===== src/rtl/wb_arb_pkg.sv =====
// wb_arb_pkg: shared request type and constants for the write-port arbiter
package wb_arb_pkg;
  localparam int XLEN = 32;
  localparam logic [4:0] X0_ADDR = 5'd0;
  typedef struct packed {
    logic            is_fp;
    logic [4:0]      addr;
    logic [XLEN-1:0] data;
  } wb_req_t;
endpackage


===== src/rtl/wb_res_fifo.sv =====
// wb_res_fifo: in-order queue of long-latency results with per-entry kill bits
module wb_res_fifo
  import wb_arb_pkg::*;
#(
  parameter int DEPTH = 4
) (
  input  logic       clk,
  input  logic       rst,
  input  logic       push,
  input  wb_req_t    push_data,
  input  logic       pop,
  input  logic       kill_en,
  input  logic       kill_is_fp,
  input  logic [4:0] kill_addr,
  output logic       full,
  output logic       empty,
  output wb_req_t    head,
  output logic       head_killed
);
  localparam int AW = $clog2(DEPTH);
  wb_req_t mem [DEPTH];
  logic [DEPTH-1:0] dead;
  logic [AW-1:0] wr_ptr, rd_ptr;
  logic [AW:0] count;
  logic push_kill;
  assign push_kill = kill_en && push_data.is_fp == kill_is_fp && push_data.addr == kill_addr;
  assign full = count == (AW+1)'(DEPTH);
  assign empty = count == '0;
  assign head = mem[rd_ptr];
  assign head_killed = dead[rd_ptr];
  always_ff @(posedge clk)
    if (push) mem[wr_ptr] <= push_data;
  // the push slot's kill bit overrides whatever the stale slot content matched
  always_ff @(posedge clk or negedge rst)
    if (!rst) begin
      wr_ptr <= '0;
      rd_ptr <= '0;
      count <= '0;
      dead <= '0;
    end else begin
      for (int i = 0; i < DEPTH; i++)
        if (kill_en && mem[i].is_fp == kill_is_fp && mem[i].addr == kill_addr) dead[i] <= 1'b1;
      if (push) begin
        dead[wr_ptr] <= push_kill;
        wr_ptr <= wr_ptr + 1'b1;
      end
      if (pop) rd_ptr <= rd_ptr + 1'b1;
      count <= count + (AW+1)'(push) - (AW+1)'(pop);
    end
endmodule


===== src/rtl/wb_port_arbiter.sv =====
// wb_port_arbiter: shares RF write ports between WB and queued long-latency results
module wb_port_arbiter
  import wb_arb_pkg::*;
#(
  parameter int FIFO_DEPTH = 4,
  parameter int STARVE_LIMIT = 8
) (
  input  logic            clk,
  input  logic            rst,
  input  logic            wb_valid,
  input  logic            wb_is_fp,
  input  logic [4:0]      wb_addr,
  input  logic [XLEN-1:0] wb_data,
  input  logic            llu_valid,
  output logic            llu_ready,
  input  logic            llu_is_fp,
  input  logic [4:0]      llu_addr,
  input  logic [XLEN-1:0] llu_data,
  output logic            rf_we,
  output logic [4:0]      rf_waddr,
  output logic [XLEN-1:0] rf_wdata,
  output logic            frf_we,
  output logic [4:0]      frf_waddr,
  output logic [XLEN-1:0] frf_wdata,
  output logic            stall_req
);
  localparam int AGW = $clog2(STARVE_LIMIT + 1);
  wb_req_t head;
  logic full, empty, head_killed, int_busy, fp_busy, dead, live, pop, push, head_write;
  logic [AGW-1:0] age;
  wb_res_fifo #(.DEPTH(FIFO_DEPTH)) u_fifo (
    .clk(clk),
    .rst(rst),
    .push(push),
    .push_data('{is_fp: llu_is_fp, addr: llu_addr, data: llu_data}),
    .pop(pop),
    .kill_en(int_busy || fp_busy),
    .kill_is_fp(wb_is_fp),
    .kill_addr(wb_addr),
    .full(full),
    .empty(empty),
    .head(head),
    .head_killed(head_killed)
  );
  assign int_busy = rst && wb_valid && !wb_is_fp && wb_addr != X0_ADDR;
  assign fp_busy = rst && wb_valid && wb_is_fp;
  // killed heads and int x0 results leave the queue without touching a port
  assign dead = head_killed || (!head.is_fp && head.addr == X0_ADDR);
  assign live = !empty && !dead;
  assign pop = rst && !empty && (dead || (head.is_fp ? !fp_busy : !int_busy));
  assign head_write = pop && !dead;
  assign llu_ready = rst && !full;
  assign push = llu_valid && llu_ready;
  assign rf_we = int_busy || (head_write && !head.is_fp);
  assign rf_waddr = int_busy ? wb_addr : (rf_we ? head.addr : '0);
  assign rf_wdata = int_busy ? wb_data : (rf_we ? head.data : '0);
  assign frf_we = fp_busy || (head_write && head.is_fp);
  assign frf_waddr = fp_busy ? wb_addr : (frf_we ? head.addr : '0);
  assign frf_wdata = fp_busy ? wb_data : (frf_we ? head.data : '0);
  assign stall_req = rst && live && age == AGW'(STARVE_LIMIT);
  always_ff @(posedge clk or negedge rst)
    if (!rst) age <= '0;
    else if (pop || !live) age <= '0;
    else if (age != AGW'(STARVE_LIMIT)) age <= age + 1'b1;
endmodule


===== config.mk =====
export PLATFORM = sky130hd
export DESIGN_NAME = wb_port_arbiter
export DESIGN_NICKNAME = d
export VERILOG_FILES = /design/src/rtl/wb_arb_pkg.sv /design/src/rtl/wb_res_fifo.sv /design/src/rtl/wb_port_arbiter.sv
export SDC_FILE = /design/constraint.sdc
export NUM_CORES = 1
export LEC_CHECK = 0
export BUFFER_PORTS_ARGS = -buffer_cell sky130_fd_sc_hd__buf_4
export CAP_MARGIN = 15
export CORE_UTILIZATION = 55
export CTS_CLUSTER_SIZE = 40
export DETAILED_ROUTE_END_ITERATION = 6
export HOLD_SLACK_MARGIN = 0.03
export PLACE_DENSITY = 0.86
export SYNTH_ARGS = -nofsm -noshare
export SYNTH_HDL_FRONTEND = slang
export SYNTH_SLANG_ARGS = --single-unit

===== constraint.sdc =====
create_clock -name clk -period 8.7 [get_ports clk]
set_clock_uncertainty 0.05 [all_clocks]
set_input_delay 1.305 -clock clk [delete_from_list [all_inputs] [get_ports clk]]
set_output_delay 1.305 -clock clk [all_outputs]
set_load 0.01 [all_outputs]

==> results.yml <==
run_status:
  outcome: "finished clean"
cts:
  clkTransAtPathRegs_ns: 0.07
  ctsResizeCount: 0
  cts.htree.levels: 4
  cts_buffers: 17
  cts.sinks: 167
  ctsLongestPathBuffers: 2
  cts_tree: "done"
  cts_root_buf: "clkbuf_16"
  clock_latency_ns: 0.41
  post_cts_buffers: 0
  hold_buffers: 0
power:
  p_leak_nw: 3.66
  comb_power_share_pct: 36.7
  seqPwrFrac_pct: 38.9
  power.density_nw_per_um2: 287
  swShare_pct: 33.5
  power_w: 0.00275
  internal-power_w: 0.00183
  ir_drop_uv: 204
  power_switching_w: 0.000921
  pwr-share-clk_pct: 24.3
yosys:
  avgSynthCellArea_um2: 15.3
  synth_top_family_by_area: "multiplexers"
  synth_edf_count: 152
  synth.mux.area_fraction_pct: 11.4
  async_flop_share_pct: 8.98
  synthDominantCellAreaShare_pct: 58.6
  ys.flop_type: "edfxtp_1"
  synth-xor-area-share_pct: 4.16
  synthSimpleGateAreaFrac_pct: 6.49
  netlist_instances: 508
  synthAdderAreaFrac_pct: 1.54
  synth.largest_area_cell: "edfxtp_1"
  syn_nets: 597
  yosysWarnings: 0
  synth_compound_area_share_pct: 10.0
  synthTopCellsByArea: "edfxtp_1 59%, mux4_2 11%, dfrtp_1 4.8%, a22o_1 4.0%, nand2_1 3.9%"
  syn_area_um2: 7790
  ys_types: 44
  synth-seq-cells: 167
  ys_seq_area_share_pct: 63.4
finish:
  instances_no_fill: 848
  area_growth_pct: 23.2
  mostFrequentLayoutCell: "buf_4"
  nets: 744
  final_cell_mix: "160 x buf_4, 152 x edfxtp_1, 80 x nand2_1"
  layout-drive-gt1-share_pct: 40.7
  n_antenna_cell: 0
  final_cell_area_um2: 9600
  n_fill_cell: 892
critical_path:
  critPathMaxFanout: 40
  slowest_delay_ns: 1.03
  critPathTopFamily: "simple AND/OR/NAND/NOR gates"
  cp-end-kind: "output pin"
  r2r_slack_ns: 4.78
  critPathRequiredTime_ns: 7.34
  crit_buf_inv: 1
  arrival_ns: 3.61
  crit_type: "reg2out"
  r2r-end: "u_fifo.count[2]"
  r2r.worst_path.cells: 10
  cp_slowest_cell: "dfrtp_2"
  r2r_start: "u_fifo.rd_ptr[1]"
  crit_path_cell_trace: "mux4_2, nor4_2, nand2_2, nand2b_4, o21ai_1, buf_4"
  start_kind: "flip-flop"
floorplan:
  core.rowCount: 43
  coreArea_um2: 13800
  die_w_um: 121
  start_util_pct: 56.4
  die-area_um2: 14600
  io_pins: 158
  die_y_um: 121
detailed_routing:
  route.detailed.wl_per_inst_um: 21.1
  vias_per_cell: 6.04
  wirelength_um: 17900
  final_antenna_net_count: 0
  drc_errors: 0
  drt_iter0_drc: 352
  num_vias: 5125
  firstDrtPassIters: 4
grt:
  grt_max_degree: 42
  grt_pass1_vias: 5181
  grt_pass1_wl_um: 27800
  track_usage_pct: 25.9
  overflow: 0
  antenna_found_initial: 0
min_path:
  hp-class: "reg2reg"
  holdPathEnd: "u_fifo.dead[3]"
  whs_path_depth: 2
  holdCritStartpoint: "u_fifo.dead[3]"
sta:
  slew_headroom_pct: 26.6
  rsz0062_at_grt: "no"
  maxSlewViolCount: 0
  min_period_ns: 4.96
  fin_tns_setup_ns: 0
  fmax_ghz: 0.202
  finalCritPeriodShare_pct: 57.0
  setup_violations: 0
  hold_viol_final: 0
  tightest_slew_ns: 1.10
placement:
  io_buffers: 157
  place_inst: 815
  gp_congestion: 0.860
  hpwl_um: 11200
  place_area_um2: 9060
run:
  maxCapViolations: 0
==> worst register-to-register path, delay by kind of cell, from the launching register on <==
kind	cells	cell delay [ns]
simple gates	2	0.54
flops	1	1.03
xor+xnor	2	0.41
buf+inv	1	0.04
mux	1	0.72
compound gates	1	0.25
fa+ha+maj	3	0.80
==> power by group through the flow <==
stage / logic (W) / registers [W] / clock network [W]
CTS: 0.00101 / 0.00107 / 0.000677
finish: 0.00101 / 0.00107 / 0.000669
detailed placement: 0.00100 / 0.00109 / 0
global placement: 0.000967 / 0.00108 / 0
global route: 0.00109 / 0.00108 / 0.000705
floorplan: 0.000715 / 0.00104 / 0
==> area by class of cell <==
| cell class | instances | area, um^2 | share of cell area [%] |
|---|---|---|---|
| clock buffer | 17 | 425 | 4.43 |
| clock inverter | 15 | 101 | 1.06 |
| inverter | 12 | 45.0 | 0.469 |
| multi-input combinational | 296 | 2650 | 27.6 |
| sequential | 167 | 4940 | 51.5 |
| tap | 180 | 225 | 2.35 |
| timing repair buffer | 161 | 1210 | 12.6 |
==> kinds of logic after synthesis <==
| kind of cell | after synthesis |
|---|---|
| xor gates and xnor gates | 37 |
| adders and majority gates | 9 |
| buffers and inverters | 45 |
| and+or+nand+nor | 113 |
| AOI/OAI and AO/OA | 97 |
| muxes | 40 |
| DFF | 167 |
==> metal layers <==
metal	GRT usage, %	vias up	wire [um]
met5	0	-	0
li1	-	2262	-
met3	6.30	20	1400
met2	44.3	248	9330
met4	8.26	0	232
met1	32.5	2595	6900
==> stage by stage <==
step / hold slack (ns) / setup slack (ns) / utilization [%]
after floorplan: 0.441 / 4.53 / -
after global placement: 0.464 / 3.91 / 65.5
after detailed placement: 0.479 / 3.79 / 65.5
after CTS: 0.492 / 3.51 / 69.3
after global routing: 0.517 / 3.55 / 69.4
final: 0.495 / 3.74 / 69.4
==> sequential cells by signal (all words and copies together) (netlist names) <==
register	count
u_fifo.count	3
u_fifo.mem	152
u_fifo.rd_ptr	2
u_fifo.dead	4
u_fifo.wr_ptr	2
age	4
==> Yosys cell counts (2+ instances only) <==
cell type  instances
nor4_1             2
nand3_1            2
a21boi_1           2
xor2_1            14
nand4_1            5
nor2_1             2
o21ai_1           10
buf_8              3
dfrtp_1           15
a21oi_1            6
inv_1             12
nor3_1             9
nand2_1           80
buf_6              2
and3_1             5
a211oi_1           4
edfxtp_1         152
o31ai_1            2
ha_1               8
xnor2_1           23
clkbuf_1          19
a22o_1            36
mux4_2            38
o21ai_2           29
buf_2              9
==> how the worst max path moves through the flow <==
stage | cells past startpoint | slack, ns | startpoint | to
after floorplan | 7 | 4.53 | wb_is_fp | rf_wdata[14]
after global placement | 6 | 3.91 | rst | frf_wdata[11]
after detailed placement | 6 | 3.79 | rst | frf_wdata[18]
after CTS | 6 | 3.51 | u_fifo.rd_ptr[0] | frf_wdata[18]
after global routing | 6 | 3.55 | u_fifo.rd_ptr[1] | rf_wdata[31]
final | 6 | 3.74 | u_fifo.rd_ptr[1] | rf_wdata[31]
Power figures use the tool's default switching activity.
